--- src/rtl/vga_timing_pkg.sv ---
// Shared VGA timing definitions.
// Contents:
//   phase_t   - scan phase within a line or frame (ACTIVE / FRONT / SYNC / BACK)
//   *_DEF     - 640x480@60 default timing for the horizontal and vertical generators
//   phase_of  - maps a counter value onto its phase for a given timing
package vga_timing_pkg;

    typedef enum logic [1:0] {
        ACTIVE = 2'd0,
        FRONT  = 2'd1,
        SYNC   = 2'd2,
        BACK   = 2'd3
    } phase_t;

    localparam int H_ACTIVE_DEF = 640;
    localparam int H_FRONT_DEF  = 16;
    localparam int H_SYNC_DEF   = 96;
    localparam int H_BACK_DEF   = 48;

    localparam int V_ACTIVE_DEF = 480;
    localparam int V_FRONT_DEF  = 10;
    localparam int V_SYNC_DEF   = 2;
    localparam int V_BACK_DEF   = 33;

    // Ranges are tested in scan order, so a zero-length phase has an empty
    // range and can never be returned.
    function automatic phase_t phase_of(input logic [31:0] cnt,
                                        input logic [31:0] len_active,
                                        input logic [31:0] len_front,
                                        input logic [31:0] len_sync);
        phase_t ph;
        if (cnt < len_active) begin
            ph = ACTIVE;
        end else if (cnt < len_active + len_front) begin
            ph = FRONT;
        end else if (cnt < len_active + len_front + len_sync) begin
            ph = SYNC;
        end else begin
            ph = BACK;
        end
        return ph;
    endfunction

endpackage

--- src/rtl/vga_window_shadow.sv ---
// Double-buffered display-window bounds.
// A load strobe captures new bounds into pending registers; the commit strobe
// (frame wrap) copies pending into the active registers. A load on the commit
// edge bypasses pending so the new bounds apply to the first line of the frame.
// Ports:
//   clk_25M, reset          clock, async active-high reset
//   i_load                  capture i_start/i_end into pending
//   i_commit                move pending (or bypassed inputs) into active
//   i_start, i_end          new window bounds
//   o_start_q, o_end_q      active bounds
//   o_start_nxt, o_end_nxt  values the active bounds take on this edge
module vga_window_shadow
    import vga_timing_pkg::*;
#(
    parameter int CNT_W     = 10,
    parameter int WIN_START = 100,
    parameter int WIN_END   = 300
) (
    input  logic             clk_25M,
    input  logic             reset,
    input  logic             i_load,
    input  logic             i_commit,
    input  logic [CNT_W-1:0] i_start,
    input  logic [CNT_W-1:0] i_end,
    output logic [CNT_W-1:0] o_start_q,
    output logic [CNT_W-1:0] o_end_q,
    output logic [CNT_W-1:0] o_start_nxt,
    output logic [CNT_W-1:0] o_end_nxt
);

    localparam logic [CNT_W-1:0] L_START_RST = CNT_W'(WIN_START);
    localparam logic [CNT_W-1:0] L_END_RST   = CNT_W'(WIN_END);

    logic [CNT_W-1:0] r_start_pend;
    logic [CNT_W-1:0] r_end_pend;
    logic [CNT_W-1:0] r_start_q;
    logic [CNT_W-1:0] r_end_q;
    logic [CNT_W-1:0] w_start_nxt;
    logic [CNT_W-1:0] w_end_nxt;

    // Next active bounds: unchanged mid-frame, pending or bypassed inputs at commit.
    always_comb begin
        w_start_nxt = r_start_q;
        w_end_nxt   = r_end_q;
        if (i_commit && i_load) begin
            w_start_nxt = i_start;
            w_end_nxt   = i_end;
        end else if (i_commit) begin
            w_start_nxt = r_start_pend;
            w_end_nxt   = r_end_pend;
        end else begin
            w_start_nxt = r_start_q;
            w_end_nxt   = r_end_q;
        end
    end

    // Pending and active bound registers.
    always_ff @(posedge clk_25M or posedge reset) begin
        if (reset) begin
            r_start_pend <= L_START_RST;
            r_end_pend   <= L_END_RST;
            r_start_q    <= L_START_RST;
            r_end_q      <= L_END_RST;
        end else begin
            if (i_load) begin
                r_start_pend <= i_start;
                r_end_pend   <= i_end;
            end
            r_start_q <= w_start_nxt;
            r_end_q   <= w_end_nxt;
        end
    end

    assign o_start_q   = r_start_q;
    assign o_end_q     = r_end_q;
    assign o_start_nxt = w_start_nxt;
    assign o_end_nxt   = w_end_nxt;

endmodule

--- src/rtl/vga_v_timing_gen.sv ---
// Vertical timing generator.
// Counts lines on line_tick, tracks the vertical phase and drives registered
// v_sync / v_active / v_window / frame_start. Every flag is decoded from the
// next line count so it changes on the same edge as v_count.
// Ports:
//   clk_25M                     pixel clock
//   reset                       async active-high reset
//   line_tick                   end-of-line pulse from the horizontal counter
//   win_load, win_start_in,
//   win_end_in                  new window bounds, applied at the next wrap
//   v_count                     line number 0..V_TOTAL-1
//   v_phase                     ACTIVE / FRONT / SYNC / BACK
//   v_active, v_sync, v_window  line flags
//   frame_start                 one-cycle pulse when v_count wraps to 0
module vga_v_timing_gen
    import vga_timing_pkg::*;
#(
    parameter int   CNT_W     = 10,
    parameter int   V_ACTIVE  = V_ACTIVE_DEF,
    parameter int   V_FRONT   = V_FRONT_DEF,
    parameter int   V_SYNC    = V_SYNC_DEF,
    parameter int   V_BACK    = V_BACK_DEF,
    parameter logic SYNC_POL  = 1'b0,
    parameter int   WIN_START = 100,
    parameter int   WIN_END   = 300
) (
    input  logic             clk_25M,
    input  logic             reset,
    input  logic             line_tick,
    input  logic             win_load,
    input  logic [CNT_W-1:0] win_start_in,
    input  logic [CNT_W-1:0] win_end_in,
    output logic [CNT_W-1:0] v_count,
    output phase_t           v_phase,
    output logic             v_active,
    output logic             v_sync,
    output logic             v_window,
    output logic             frame_start
);

    localparam int               V_TOTAL = V_ACTIVE + V_FRONT + V_SYNC + V_BACK;
    localparam logic [CNT_W-1:0] C_LAST  = CNT_W'(V_TOTAL - 1);
    localparam logic             L_WIN_RST = (WIN_START == 0) && (WIN_END > 0);

    generate
        if (CNT_W < 32 && (V_TOTAL - 1) >= (1 << CNT_W)) begin : g_cnt_w_too_small
            $error("vga_v_timing_gen: CNT_W cannot hold V_TOTAL-1");
        end
    endgenerate

    logic [CNT_W-1:0] r_count;
    phase_t           r_phase;
    logic             r_active;
    logic             r_sync;
    logic             r_window;
    logic             r_frame_start;

    logic [CNT_W-1:0] w_count_nxt;
    logic [31:0]      w_count_nxt32;
    logic             w_wrap;
    phase_t           w_phase_nxt;
    logic [CNT_W-1:0] w_win_start_q;
    logic [CNT_W-1:0] w_win_end_q;
    logic [CNT_W-1:0] w_win_start_nxt;
    logic [CNT_W-1:0] w_win_end_nxt;

    // Line counter next value; holds when no line_tick arrives.
    always_comb begin
        w_wrap      = 1'b0;
        w_count_nxt = r_count;
        if (line_tick && (r_count >= C_LAST)) begin
            w_wrap      = 1'b1;
            w_count_nxt = '0;
        end else if (line_tick) begin
            w_count_nxt = r_count + 1'b1;
        end else begin
            w_count_nxt = r_count;
        end
    end

    assign w_count_nxt32 = 32'(w_count_nxt);

    // Phase FSM next state: advances only on line_tick, landing on the phase
    // that owns the next line, so zero-length phases fall through.
    always_comb begin
        w_phase_nxt = r_phase;
        case (r_phase)
            ACTIVE, FRONT, SYNC, BACK: begin
                if (line_tick) begin
                    w_phase_nxt = phase_of(w_count_nxt32, 32'(V_ACTIVE),
                                           32'(V_FRONT), 32'(V_SYNC));
                end else begin
                    w_phase_nxt = r_phase;
                end
            end
            default: w_phase_nxt = ACTIVE;
        endcase
    end

    vga_window_shadow #(
        .CNT_W     (CNT_W),
        .WIN_START (WIN_START),
        .WIN_END   (WIN_END)
    ) u_window_shadow (
        .clk_25M     (clk_25M),
        .reset       (reset),
        .i_load      (win_load),
        .i_commit    (w_wrap),
        .i_start     (win_start_in),
        .i_end       (win_end_in),
        .o_start_q   (w_win_start_q),
        .o_end_q     (w_win_end_q),
        .o_start_nxt (w_win_start_nxt),
        .o_end_nxt   (w_win_end_nxt)
    );

    // Counter, phase state and registered output flags.
    always_ff @(posedge clk_25M or posedge reset) begin
        if (reset) begin
            r_count       <= '0;
            r_phase       <= ACTIVE;
            r_active      <= 1'b1;
            r_sync        <= ~SYNC_POL;
            r_window      <= L_WIN_RST;
            r_frame_start <= 1'b0;
        end else begin
            r_count       <= w_count_nxt;
            r_phase       <= w_phase_nxt;
            r_active      <= (w_count_nxt32 < 32'(V_ACTIVE));
            r_sync        <= (w_phase_nxt == SYNC) ? SYNC_POL : ~SYNC_POL;
            // Inverted bounds give an empty range, so no extra guard is needed.
            r_window      <= (w_count_nxt >= w_win_start_nxt) &&
                             (w_count_nxt <  w_win_end_nxt);
            r_frame_start <= w_wrap;
        end
    end

    assign v_count     = r_count;
    assign v_phase     = r_phase;
    assign v_active    = r_active;
    assign v_sync      = r_sync;
    assign v_window    = r_window;
    assign frame_start = r_frame_start;

endmodule
--- config.mk ---
export PLATFORM = sky130hd
export DESIGN_NAME = vga_v_timing_gen
export DESIGN_NICKNAME = d
export VERILOG_FILES = /design/src/rtl/vga_timing_pkg.sv /design/src/rtl/vga_window_shadow.sv /design/src/rtl/vga_v_timing_gen.sv
export SDC_FILE = /design/constraint.sdc
export NUM_CORES = 1
export LEC_CHECK = 0
export ABC_CLOCK_PERIOD_IN_PS = 7930
export BUFFER_PORTS_ARGS = -buffer_cell sky130_fd_sc_hd__buf_2
export CAP_MARGIN = 0
export CORE_ASPECT_RATIO = 1.5
export CORE_MARGIN = 4
export CORE_UTILIZATION = 45
export CTS_BUF_LIST = sky130_fd_sc_hd__clkbuf_4 sky130_fd_sc_hd__clkbuf_8
export DETAILED_ROUTE_END_ITERATION = 6
export PLACE_DENSITY = 0.7
export SLEW_MARGIN = 20
export SYNTH_ARGS = -nofsm -noshare
export SYNTH_HDL_FRONTEND = slang
export SYNTH_SLANG_ARGS = --single-unit
--- constraint.sdc ---
create_clock -name clk_25M -period 7.93 [get_ports clk_25M]
set_input_delay 1.1895 -clock clk_25M [delete_from_list [all_inputs] [get_ports clk_25M]]
set_output_delay 1.1895 -clock clk_25M [all_outputs]
set_load 0.01 [all_outputs]
==> run metrics <==
postcts setup bufs=0; residual DRC count=0; EDFF count, synth=0; Setup TNS=0 ps; grt total ovfl=0; layout cells sized above 1=24.1%; Clock Latency Late Sink=320 ps; Hold Path Class=flip-flop to flip-flop; Die H=108 um; die area=8070 um^2; TritonCTS clock tree=built; fmax=272 MHz; Root Driver=clkbuf_8; Synth Net Count=333; Final Critical Period=3680 ps; Reg clk slew, reported paths=100 ps; yosys warns=0; period utilization=46.4%; Die Wd=74.7 um; Slew headroom=51.4%; crit path DAT=3890 ps; Worst Path Buf+Inv=2; CTS resizes=0; Slowest-stage cell, CP=inv_2; TritonRoute pass-1 iters=6; post-synth top area share=33.3%; CORE AREA=6490 um^2; Iteration-0 DRC Markers=100; RSZ-0062 raised after global routing=false; ys flop type=dfrtp_1; Post-Syn Area per Cell=10.4 um^2; Syn Std Cell Area=3000 um^2; Worst path most repeated cell=a21o_1; Async SR Flop Fraction=100%; fill count=603; Critical Path RT=8150 ps; largest net degree at the start of global routing=57; dpl hpwl=4480 um; Seq cells post-synth=56; area growth from synthesis to layout=10.2%; Max VDD drop=0.128 mV; Worst-Margin Slew=728 ps; Ports=40; final core utilization=51.0%; Psw=0.000317 W; Synth Instances=288; Critical Path Sink Type=flip-flop; first-pass GRT wire length=9850 um; Slew Viols, Final=0; cell family with most CP delay=compound AO/OA/AOI/OAI gates; vias in the first global route=2,063; startpoint types=input pin; post-DR wirelength/cell=14.7 um; routability cong.=0.817; Pint=0.000519 W; status=complete, no violations; Clock Path Buffers=2; Clock power frac=19.0%; n_diodes=0; Inserted Clock Buffers=5; CP max stage delay=540 ps; sw frac=37.9%; DRT antenna net count=0; combinational share of power=36.7%; Distinct cells, synth=50; number of H-tree levels=2; PortBufs=39; PD cells=252 nW/um^2; final-stage net count=367; standby leakage power=1.76 nW; endpoints failing setup=0; largest area contributor in the netlist=dfrtp_1; Crit Path Max Fanout=49; initial antenna violation count=0; via count=2,030; top post-synthesis cells by area=dfrtp_1 33%, dfstp_2 14%, ha_1 8.8%; overall routing resource usage=16.0%; row count=36; Flop pwr share=44.2%; total power draw=0.000835 W; vias per cell=5.09; critical setup path kind=input pin to flip-flop; max-cap violations=0; Layout Skew=12.7 ps; hold-fix buffers at CTS=0; Starting Density=46.3%; CTS Sinks=56; Fin. Hold Viols=0; cell breakdown of the critical path=buf_2 -> nand2_1 -> a21o_1 -> inv_2 -> nor2_1 -> ha_1 -> a21o_1 -> a21o_1 -> a21oi_1 -> o21ai_1 -> a2111oi_2; final wirelength=5880 um; post-synthesis sequential area ratio=47.3%
## power by group through the flow
stage | combinational (W) | clock [W] | sequential (W)
after floorplan | 0.000248 | 0 | 0.000358
after global placement | 0.000299 | 0 | 0.000375
after detailed placement | 0.000305 | 0 | 0.000375
after CTS | 0.000309 | 0.000163 | 0.000370
after global routing | 0.000354 | 0.000173 | 0.000375
final | 0.000307 | 0.000159 | 0.000370
## worst min-delay path, stage by stage, from the launching register on
cell,delay (ps)
dfrtp_1,330
mux2i_1,80
inv_1,60
## per-layer routing
metal | wire [um] | share of wire [%] | vias up | track usage [%]
li1 | - | - | 1035 | -
met1 | 2360 | 40 | 953 | 18.8
met2 | 3210 | 55 | 31 | 28.4
met3 | 157 | 2.7 | 11 | 2.51
met4 | 154 | 2.6 | 0 | 6.49
met5 | 0 | 0 | - | 0
## synth_stat cells (4+ instances only)
| master | count |
|---|---|
| nand2_1 | 11 |
| mux2i_1 | 20 |
| dfstp_2 | 16 |
| dfrtp_1 | 40 |
| ha_1 | 21 |
| buf_2 | 4 |
| clkbuf_1 | 4 |
| mux2_2 | 4 |
| xor2_1 | 4 |
| nor2_1 | 32 |
| xnor2_1 | 5 |
| inv_1 | 42 |
| o21ai_0 | 4 |
| a21o_1 | 24 |
| a21oi_1 | 9 |
## worst paths after layout
kind	start	to	slack [ps]	cells after the start
setup / recovery	line_tick	v_window$_DFF_PP0_	4250	11
hold / removal	u_window_shadow.r_start_pend[4]$_DFFE_PP0P_	u_window_shadow.r_start_pend[4]$_DFFE_PP0P_	490	2
setup reg to reg	v_count[2]$_DFF_PP0_	v_window$_DFF_PP0_	4700	10
hold reg to reg	u_window_shadow.r_start_pend[4]$_DFFE_PP0P_	u_window_shadow.r_start_pend[4]$_DFFE_PP0P_	490	2
max in group asynchronous	reset	u_window_shadow.o_end_q[9]$_DFF_PP0_	6430	3
min in group asynchronous	reset	u_window_shadow.r_start_pend[9]$_DFFE_PP0P_	1040	3
## layout make-up
class	instances	area (um^2)	area share [%]
clock buffers	5	68.8	2.08
clock inverters	3	23.8	0.718
inverters	43	161	4.88
multi-input cells	176	1340	40.4
flip-flops and latches	56	1420	42.9
well taps	76	95.1	2.87
repair buffers	40	203	6.12
## stage by stage
step / hold WS (ps) / std cells / worst slack [ps] / instance area, um^2
after floorplan: 447 / 288 / 4510 / 3000
after global placement: 467 / 391 / 3990 / 3220
after detailed placement: 481 / 391 / 3890 / 3220
after CTS: 504 / 399 / 4250 / 3310
after global routing: 534 / 399 / 3980 / 3310
final: 491 / 399 / 4250 / 3310
## sequential cells by signal, summed over array words and instances, names as in the netlist
register / cells
v_window: 1
u_window_shadow.o_start_q: 10
v_phase: 2
v_active: 1
frame_start: 1
v_sync: 1
u_window_shadow.o_end_q: 10
v_count: 10
u_window_shadow.r_end_pend: 10
u_window_shadow.r_start_pend: 10
## kinds of logic after synthesis
logic type / count (synthesis) / share of synthesized area (%)
buffers and inverters: 56 / 8.17
xor gates and xnor gates: 9 / 2.62
and+or+nand+nor: 66 / 11.5
AOI/OAI and AO/OA: 56 / 13.5
adders and majority gates: 21 / 8.75
DFF: 56 / 47.3
muxes: 24 / 8.17
## layout by cell type, fill, tap and decap left out, types with 9 or more instances in the layout
| cell type | n |
|---|---|
| a21oi_1 | 9 |
| ha_1 | 21 |
| nor2_1 | 32 |
| inv_1 | 41 |
| a21o_1 | 24 |
| mux2i_1 | 20 |
| buf_2 | 39 |
| nand2_1 | 11 |
| dfstp_2 | 16 |
| dfrtp_1 | 40 |
No activity file was read; power rests on OpenSTA's default activity.
